**config.mk**
```make
export PLATFORM = sky130hd
export DESIGN_NAME = fs_accel_out_pack
export DESIGN_NICKNAME = d
export VERILOG_FILES = /design/src/rtl/fs_accel_out_pack.sv
export SDC_FILE = /design/constraint.sdc
export NUM_CORES = 1
export LEC_CHECK = 0
export ABC_AREA = 1
export CAP_MARGIN = 30
export CORE_MARGIN = 2
export CORE_UTILIZATION = 60
export DETAILED_ROUTE_END_ITERATION = 7
export PLACE_DENSITY_LB_ADDON = 0.2
export SYNTH_ARGS = -nofsm -noshare
export SYNTH_HDL_FRONTEND = slang
export SYNTH_SLANG_ARGS = --single-unit
```
**constraint.sdc**
```tcl
create_clock -name clk -period 2.8 [get_ports clk]
set_clock_uncertainty 0.05 [all_clocks]
set_input_delay 0.56 -clock clk [delete_from_list [all_inputs] [get_ports clk]]
set_output_delay 0.56 -clock clk [all_outputs]
set_load 0.005 [all_outputs]
```
**src/rtl/fs_accel_out_pack.sv**
```systemverilog
// Post-quantization output stage: zero-point add, clamp to int8, pack four
// bytes per word and buffer packed words in a show-ahead FIFO.
module fs_accel_out_pack #(
    parameter int unsigned FIFO_DEPTH = 4,
    parameter int unsigned SAT_CNT_W  = 16
) (
    input  logic                 clk,
    input  logic                 resetn,
    input  logic [31:0]          in_data,
    input  logic                 in_valid,
    output logic                 in_ready,
    input  logic [31:0]          out_offset,
    input  logic [7:0]           act_min,
    input  logic [7:0]           act_max,
    input  logic                 flush,
    input  logic                 clr,
    output logic [31:0]          out_data,
    output logic                 out_valid,
    input  logic                 out_ready,
    output logic                 busy,
    output logic [SAT_CNT_W-1:0] sat_cnt
);

    localparam int unsigned AW = (FIFO_DEPTH > 1) ? $clog2(FIFO_DEPTH) : 1;
    localparam int unsigned CW = AW + 1;

    typedef enum logic {
        ST_EMPTY = 1'b0,
        ST_FILL  = 1'b1
    } state_t;

    // stage-1 registers
    logic        s1_valid;
    logic        s1_flush;
    logic [7:0]  s1_byte;

    // pack FSM registers
    state_t      state_q, state_d;
    logic [1:0]  lane_q, lane_d;
    logic [31:0] word_q, word_d;

    // FIFO registers
    logic [31:0] mem [FIFO_DEPTH];
    logic [AW-1:0] wr_ptr_q, rd_ptr_q;
    logic [CW-1:0] count_q;

    // combinational intermediates
    logic               accept_c;
    logic               flush_take_c;
    logic signed [32:0] sum_c;
    logic signed [32:0] min_c;
    logic signed [32:0] max_c;
    logic signed [32:0] lo_c;
    logic signed [32:0] y_c;
    logic               sat_c;
    logic [31:0]        merged_c;
    logic               push_c;
    logic [31:0]        push_word_c;
    logic               pop_c;
    logic [AW-1:0]      rd_ptr_d;
    logic [CW-1:0]      count_d;
    logic [CW-1:0]      left_c;
    logic [31:0]        head_d;

    // Beat acceptance; flush is only taken while the stage is ready.
    always_comb begin
        accept_c     = in_valid & in_ready;
        flush_take_c = flush & in_ready;
    end

    // Zero-point add in 33 bits (cannot overflow), then clamp low, then high.
    always_comb begin
        sum_c = $signed({in_data[31], in_data}) + $signed({out_offset[31], out_offset});
        min_c = $signed({{25{act_min[7]}}, act_min});
        max_c = $signed({{25{act_max[7]}}, act_max});
        lo_c  = (sum_c < min_c) ? min_c : sum_c;
        y_c   = (lo_c > max_c) ? max_c : lo_c;
        sat_c = (y_c != sum_c);
    end

    // Stage-1 register and saturation counter.
    always_ff @(posedge clk or negedge resetn) begin
        if (!resetn) begin
            s1_valid <= 1'b0;
            s1_flush <= 1'b0;
            s1_byte  <= 8'h00;
            sat_cnt  <= '0;
        end else if (clr) begin
            s1_valid <= 1'b0;
            s1_flush <= 1'b0;
            s1_byte  <= 8'h00;
            sat_cnt  <= '0;
        end else begin
            s1_valid <= accept_c;
            s1_flush <= flush_take_c;
            if (accept_c) begin
                s1_byte <= y_c[7:0];
            end
            if (accept_c && sat_c && !(&sat_cnt)) begin
                sat_cnt <= sat_cnt + SAT_CNT_W'(1);
            end
        end
    end

    // Pack FSM state register.
    always_ff @(posedge clk or negedge resetn) begin
        if (!resetn) begin
            state_q <= ST_EMPTY;
            lane_q  <= 2'd0;
            word_q  <= 32'h0;
        end else if (clr) begin
            state_q <= ST_EMPTY;
            lane_q  <= 2'd0;
            word_q  <= 32'h0;
        end else begin
            state_q <= state_d;
            lane_q  <= lane_d;
            word_q  <= word_d;
        end
    end

    // Pack FSM next state: place the byte, push on lane 3 or on flush.
    always_comb begin
        state_d     = state_q;
        lane_d      = lane_q;
        word_d      = word_q;
        push_c      = 1'b0;
        push_word_c = word_q;
        merged_c    = word_q;
        if (s1_valid) begin
            merged_c[{lane_q, 3'b000} +: 8] = s1_byte;
        end
        case (state_q)
            ST_EMPTY: begin
                if (s1_valid) begin
                    if (s1_flush) begin
                        push_c      = 1'b1;
                        push_word_c = merged_c;
                        word_d      = 32'h0;
                        lane_d      = 2'd0;
                    end else begin
                        word_d  = merged_c;
                        lane_d  = 2'd1;
                        state_d = ST_FILL;
                    end
                end
            end
            ST_FILL: begin
                if (s1_valid) begin
                    if (lane_q == 2'd3 || s1_flush) begin
                        push_c      = 1'b1;
                        push_word_c = merged_c;
                        word_d      = 32'h0;
                        lane_d      = 2'd0;
                        state_d     = ST_EMPTY;
                    end else begin
                        word_d = merged_c;
                        lane_d = lane_q + 2'd1;
                    end
                end else if (s1_flush) begin
                    push_c      = 1'b1;
                    push_word_c = word_q;
                    word_d      = 32'h0;
                    lane_d      = 2'd0;
                    state_d     = ST_EMPTY;
                end
            end
            default: begin
                state_d = ST_EMPTY;
                lane_d  = 2'd0;
                word_d  = 32'h0;
            end
        endcase
    end

    // FIFO next values, including the registered show-ahead head word.
    always_comb begin
        pop_c    = out_valid & out_ready;
        rd_ptr_d = rd_ptr_q + AW'(pop_c);
        count_d  = count_q + CW'(push_c) - CW'(pop_c);
        left_c   = count_q - CW'(pop_c);
        if (left_c != '0) begin
            head_d = mem[rd_ptr_d];
        end else if (push_c) begin
            head_d = push_word_c;
        end else begin
            head_d = 32'h0;
        end
    end

    // FIFO storage, pointers and registered outputs.
    always_ff @(posedge clk or negedge resetn) begin
        if (!resetn) begin
            for (int i = 0; i < int'(FIFO_DEPTH); i++) begin
                mem[i] <= 32'h0;
            end
            wr_ptr_q  <= '0;
            rd_ptr_q  <= '0;
            count_q   <= '0;
            out_valid <= 1'b0;
            out_data  <= 32'h0;
            in_ready  <= 1'b1;
            busy      <= 1'b0;
        end else if (clr) begin
            for (int i = 0; i < int'(FIFO_DEPTH); i++) begin
                mem[i] <= 32'h0;
            end
            wr_ptr_q  <= '0;
            rd_ptr_q  <= '0;
            count_q   <= '0;
            out_valid <= 1'b0;
            out_data  <= 32'h0;
            in_ready  <= 1'b1;
            busy      <= 1'b0;
        end else begin
            if (push_c) begin
                mem[wr_ptr_q] <= push_word_c;
                wr_ptr_q      <= wr_ptr_q + AW'(1);
            end
            rd_ptr_q  <= rd_ptr_d;
            count_q   <= count_d;
            out_valid <= (count_d != '0);
            out_data  <= head_d;
            in_ready  <= (count_d < CW'(FIFO_DEPTH - 1));
            busy      <= accept_c | flush_take_c | (lane_d != 2'd0) | (count_d != '0);
        end
    end

endmodule

```
After elaboration in Yosys (flattened, before gate mapping)
Index checks and enable logic that the tools add are counted.

Output and inout port bits: 51. Word-level logic and storage cells: 118. Register bits: 231. Bits of input ports: 86.

Reduce and logical (&&, ||, !) cells: 13. Multiplexer cells: 57. Shift-type cells: 2. Bitwise gates (word level): 9. $add $sub $neg: 9. Eq/ne operators: 4. $lt $le $gt $ge: 6.

Operator list (number): $mux 32 (16); $mux 128 (2); $bwmux 128 (1); $pmux 32 s2 (2); $mux 33 (2); $bmux 32 s2 (1); $demux 32 s2 (1); $add 32x32->33 (1); $gt 33x8->1 (1); $lt 33x8->1 (1); $ne 33x33->1 (1); $bwmux 32 (1); $mux 16 (2); $shift 8x7->32 const A (1); $shiftx 8x7->32 (1); $add 16x1->16 const B (1); $mux 2 (8); $mux 8 (2); $reduce_and 16->1 (1); $mux 1 (15); $reduce_bool 2->1 (4); $neg 5->7 (1); $ge 3x3->1 const B (2); $not 2->3 (2); 20 further kinds (30).

Logic depth before layout (Yosys ltp)
Depth in word-level cells: 10. Gate-level depth with buffers: 57.

Worst setup path after synthesis
OpenSTA, ideal clock, no wires.

Path kind: in2reg. Start: in in_data[0]. End: reg sat_cnt[5]. Data required time: 2.632 ns. Arrival time: 5.932 ns. Setup time: 0.118 ns. Setup slack: -3.300 ns. Cell stages on the path: 51. Cell sequence: ha_1 > inv_1 > fa_1 > inv_1 > nand3_1 > nand2_1 > nand2_1 > nand3_1 > nand2_1 > nand2_1 > nand3_1 > nand2_1 > nand2_1 > nand2_1 > inv_1 > ha_1 > nand2_2 > nor2_4 > (+15 left out) > nand3_1 > nand3_1 > nand2_1 > nand2_4 > inv_4 > nand2_4 > buf_6 > buf_4 > nand3_1 > nand2_1 > nand3_1 > nor2_1 > nand2_1 > nor2_1 > nand3_2 > buf_2 > nand4_1 > nand2_1.

Longest elaborated chain between the ends: 9.

RTL lines: start: declaration (RTL line 9) `input logic [31:0] in_data,`; $add 32x32->33 (*) (RTL line 73) `sum_c = $signed({in_data[31], in_data}) + $signed({out_offset[31], out_offset});`; $lt 33x8->1 (RTL line 76) `lo_c = (sum_c < min_c) ? min_c : sum_c;`; $mux 33 (RTL line 76); $gt 33x8->1 (RTL line 77) `y_c = (lo_c > max_c) ? max_c : lo_c;`; $mux 33 (RTL line 77); $ne 33x33->1 (*) (RTL line 78) `sat_c = (y_c != sum_c);`; $logic_and 1x1->1 (*) (2 in a row) (RTL line 99) `if (accept_c && sat_c && !(&sat_cnt)) begin`; $reduce_bool 2->1 (no line) (*); end signal: assignment (RTL line 100) `sat_cnt <= sat_cnt + SAT_CNT_W'(1);`; end: declaration (RTL line 21) `output logic [SAT_CNT_W-1:0] sat_cnt`.

Mark *: on every way between the ends. The rest lies on a longest branch, timed or not. A chain may end at the register's enable or synchronous reset.

Worst setup path in the final report
Start: in out_offset[10]. End: reg sat_cnt[9].

Longest elaborated chain between the ends: 9.

RTL lines: start: declaration (RTL line 12) `input logic [31:0] out_offset,`; $add 32x32->33 (*) (RTL line 73); $lt 33x8->1 (RTL line 76); $mux 33 (RTL line 76); $gt 33x8->1 (RTL line 77); $mux 33 (RTL line 77); $ne 33x33->1 (*) (RTL line 78); $logic_and 1x1->1 (*) (2 in a row) (RTL line 99); $reduce_bool 2->1 (no line) (*).

Marks and branches as above.

==> metrics <==
status=finished with violations; violated checks=design-rule violations, negative setup slack; DRC viols=13; hold depth=2; flops & latches, synth=231; Global Route Usage Sum=approximately two fifths; R2R Setup Slk=about 0.080 ns; worst skew pair latency=roughly 0.52 ns; Initial DRC Count=between 2000 and 2500; drt wl/cell=21.6 um; largest net degree at the start of global routing=about 80; CP max stage delay=about 0.4 ns; RSZ-0062 raised after global routing=true; Final Max Tran Viols=0; vias in the first global route=19044; Port Buffers=roughly 140; gr ovfl total=0; Reg clk slew, reported paths=0.06 ns; reg2reg start=sat_cnt[1]; Initial Utilization=~60%; Clock Sinks=between 200 and 250; Synth Cell Area=16800 um2; TritonRoute pass-1 iters=8; die height=171 um; Routed WL=69600 um; critical path class=input pin to flip-flop; FFs w/ async S/R, synth=100%; CP top delay family=simple AND/OR/NAND/NOR gates; first-pass GRT wire length=94000 um; Total Power=17300 uW; HPWL after DPL=37600 um; Fmax=145 MHz; share of cells above drive strength 1=28.9%; clock root buffer=clkbuf_16; total CTS buffers=23; max cap viols=0; most common cell after layout, fill and taps aside=nand2_1; sequential share of the synthesized area=34.4%; CP Launch Type=input pin; CORE AREA=27600 um2; Tcrit/Tclk final=246%; crit-path max FO=14; vias per cell=6.46; die area=29300 um2; fillers=1419; initial antenna violation count=2; Die Span X=171 um; Final GP Congestion=0.954; PD cells=714 nW/um2; crit path time final=6.89 ns; r2r worst-path depth=10; CP max stage cell=ha_4; commonest non-fill, non-tap cells in the layout=nand2_1 (441), inv_1 (381), buf_4 (298), dfrtp_1 (230), nand3_1 (198); Place WS=-4.28 ns; Worst EP arrival=7.24 ns; io pins=137; post-synthesis net count=~2600; final core occ=87.7%; type of the worst min-delay path=flip-flop to flip-flop; P&R area growth vs syn=44.3%; Hold Crit Endpoint=mem[26]; NumNets Final=3024; CP Buf/Inv Count=10; Final Hold Viols=0; HP Start=mem[26]; final setup margin=-4.09 ns; Worst Setup End Kind=flip-flop; Worst IR Drop VDD=0.561 mV; Post-synth EDFFs=0; Main synth FF type=dfrtp_1; final setup fails=24; Slew @ Worst Pin=0.944 ns; Synth cell types=45; Vias=20801; site row count=slightly above 60; Mapped Cells=2415; CTS tree=yes; Routed Antenna Nets=0; worst reg2reg path endpoint=sat_cnt[9]; Max-slew headroom=37.1%; Leak=0.0118 uW; CP most frequent cell=nand2_1; WP data required=3.15 ns; Synth warnings=0; Max clock buf depth=3; H-tree levels=1; syn avg cell area=6.95 um2
cell usage after synthesis, types with 30 or more instances:
| master | n | area, um2 |
|---|---|---|
| inv_1 | 422 | 1580 |
| clkbuf_1 | 70 | 263 |
| nand3_1 | 221 | 1110 |
| o21ai_0 | 143 | 716 |
| nor3_1 | 37 | 185 |
| a21oi_1 | 115 | 576 |
| nand4_1 | 36 | 225 |
| nand2_1 | 606 | 2270 |
| o22ai_1 | 120 | 751 |
| nor2_1 | 112 | 420 |
| a221oi_1 | 30 | 263 |
| ha_1 | 112 | 1400 |
| dfrtp_1 | 230 | 5760 |
| a211oi_1 | 30 | 225 |
flip-flops by register name (all words and copies together) (netlist names), 2 cells and up:
signal / flops
mem: 128
wr_ptr_q: 2
count_q: 3
rd_ptr_q: 2
sat_cnt: 16
word_q: 32
out_data: 32
s1_byte: 8
lane_q: 2
tightest hold or removal path: cells and delay by family (launching register included):
| family | cells | cell delay (ns) |
|---|---|---|
| flops | 1 | 0.34 |
| simple gates | 1 | 0.07 |
| compound gates | 1 | 0.07 |
kinds of logic after synthesis:
kind of cell | synth area share, %
and+or+nand+nor | 26.6
DFF | 34.4
AOI/OAI and AO/OA | 16.7
adders and majority gates | 8.59
buffers and inverters | 12.3
xor gates and xnor gates | 1.41
layout make-up:
class	count	area, um2	area share (%)
clock inverters	8	100	0.413
multi-input cells	1656	11100	45.7
inverters	424	1610	6.63
flip-flops and latches	231	5780	23.9
repair buffers	488	4480	18.5
well taps	378	473	1.95
clock buffers	34	707	2.92
diodes	1	2.50	0.0103
stage by stage:
| stage | cells | hold WS (ns) | setup TNS, ns | area [um2] |
|---|---|---|---|---|
| after floorplan | 2415 | 0.214 | -63.46 | 16900 |
| after global placement | 3086 | 0.438 | -90.09 | 20500 |
| after detailed placement | 3086 | 0.446 | -95.56 | 20500 |
| after CTS | 3190 | 0.462 | -64.37 | 23200 |
| after global routing | 3219 | 0.487 | -96.77 | 24200 |
| final | 3220 | 0.460 | -88.89 | 24200 |
how the worst max path moves through the flow:
stage                         startpoint           to  slack (ns)  cells past startpoint
after global routing      out_offset[10]   sat_cnt[2]       -4.44                     52
after detailed placement     in_data[12]   sat_cnt[9]       -4.28                     47
after CTS                     in_data[0]   sat_cnt[9]       -2.95                     53
after global placement       in_data[22]   sat_cnt[3]       -4.04                     51
final                     out_offset[10]   sat_cnt[9]       -4.09                     52
after floorplan            out_offset[0]  sat_cnt[10]       -2.97                     55
power breakdown:
group / internal (uW) / switching (uW)
Combinational: 4310 / 5920
Clock: 1940 / 1300
Sequential: 3670 / 156
routing by layer:
| layer | vias to the layer above | track usage, % | routed length [um] | share of wire (%) |
|---|---|---|---|---|
| met5 | - | 0 | 0 | 0 |
| met4 | 0 | 26.2 | 6900 | 9.9 |
| met3 | 678 | 5.02 | 7260 | 10 |
| met2 | 1718 | 70.1 | 32300 | 46 |
| met1 | 9568 | 45.9 | 23100 | 33 |
| li1 | 8837 | - | - | - |
timing repair:
action / CTS / global route
endpoints found under the setup margin: 24 / 24
hold buffers: 1 / 0
pin swaps: 136 / 63
cloned: 6 / 7
resized for setup: 482 / 156
setup buffers: 56 / 23
hold endpoints to repair: 31 / 0
Note: power is estimated with default switching activity, not from simulation.
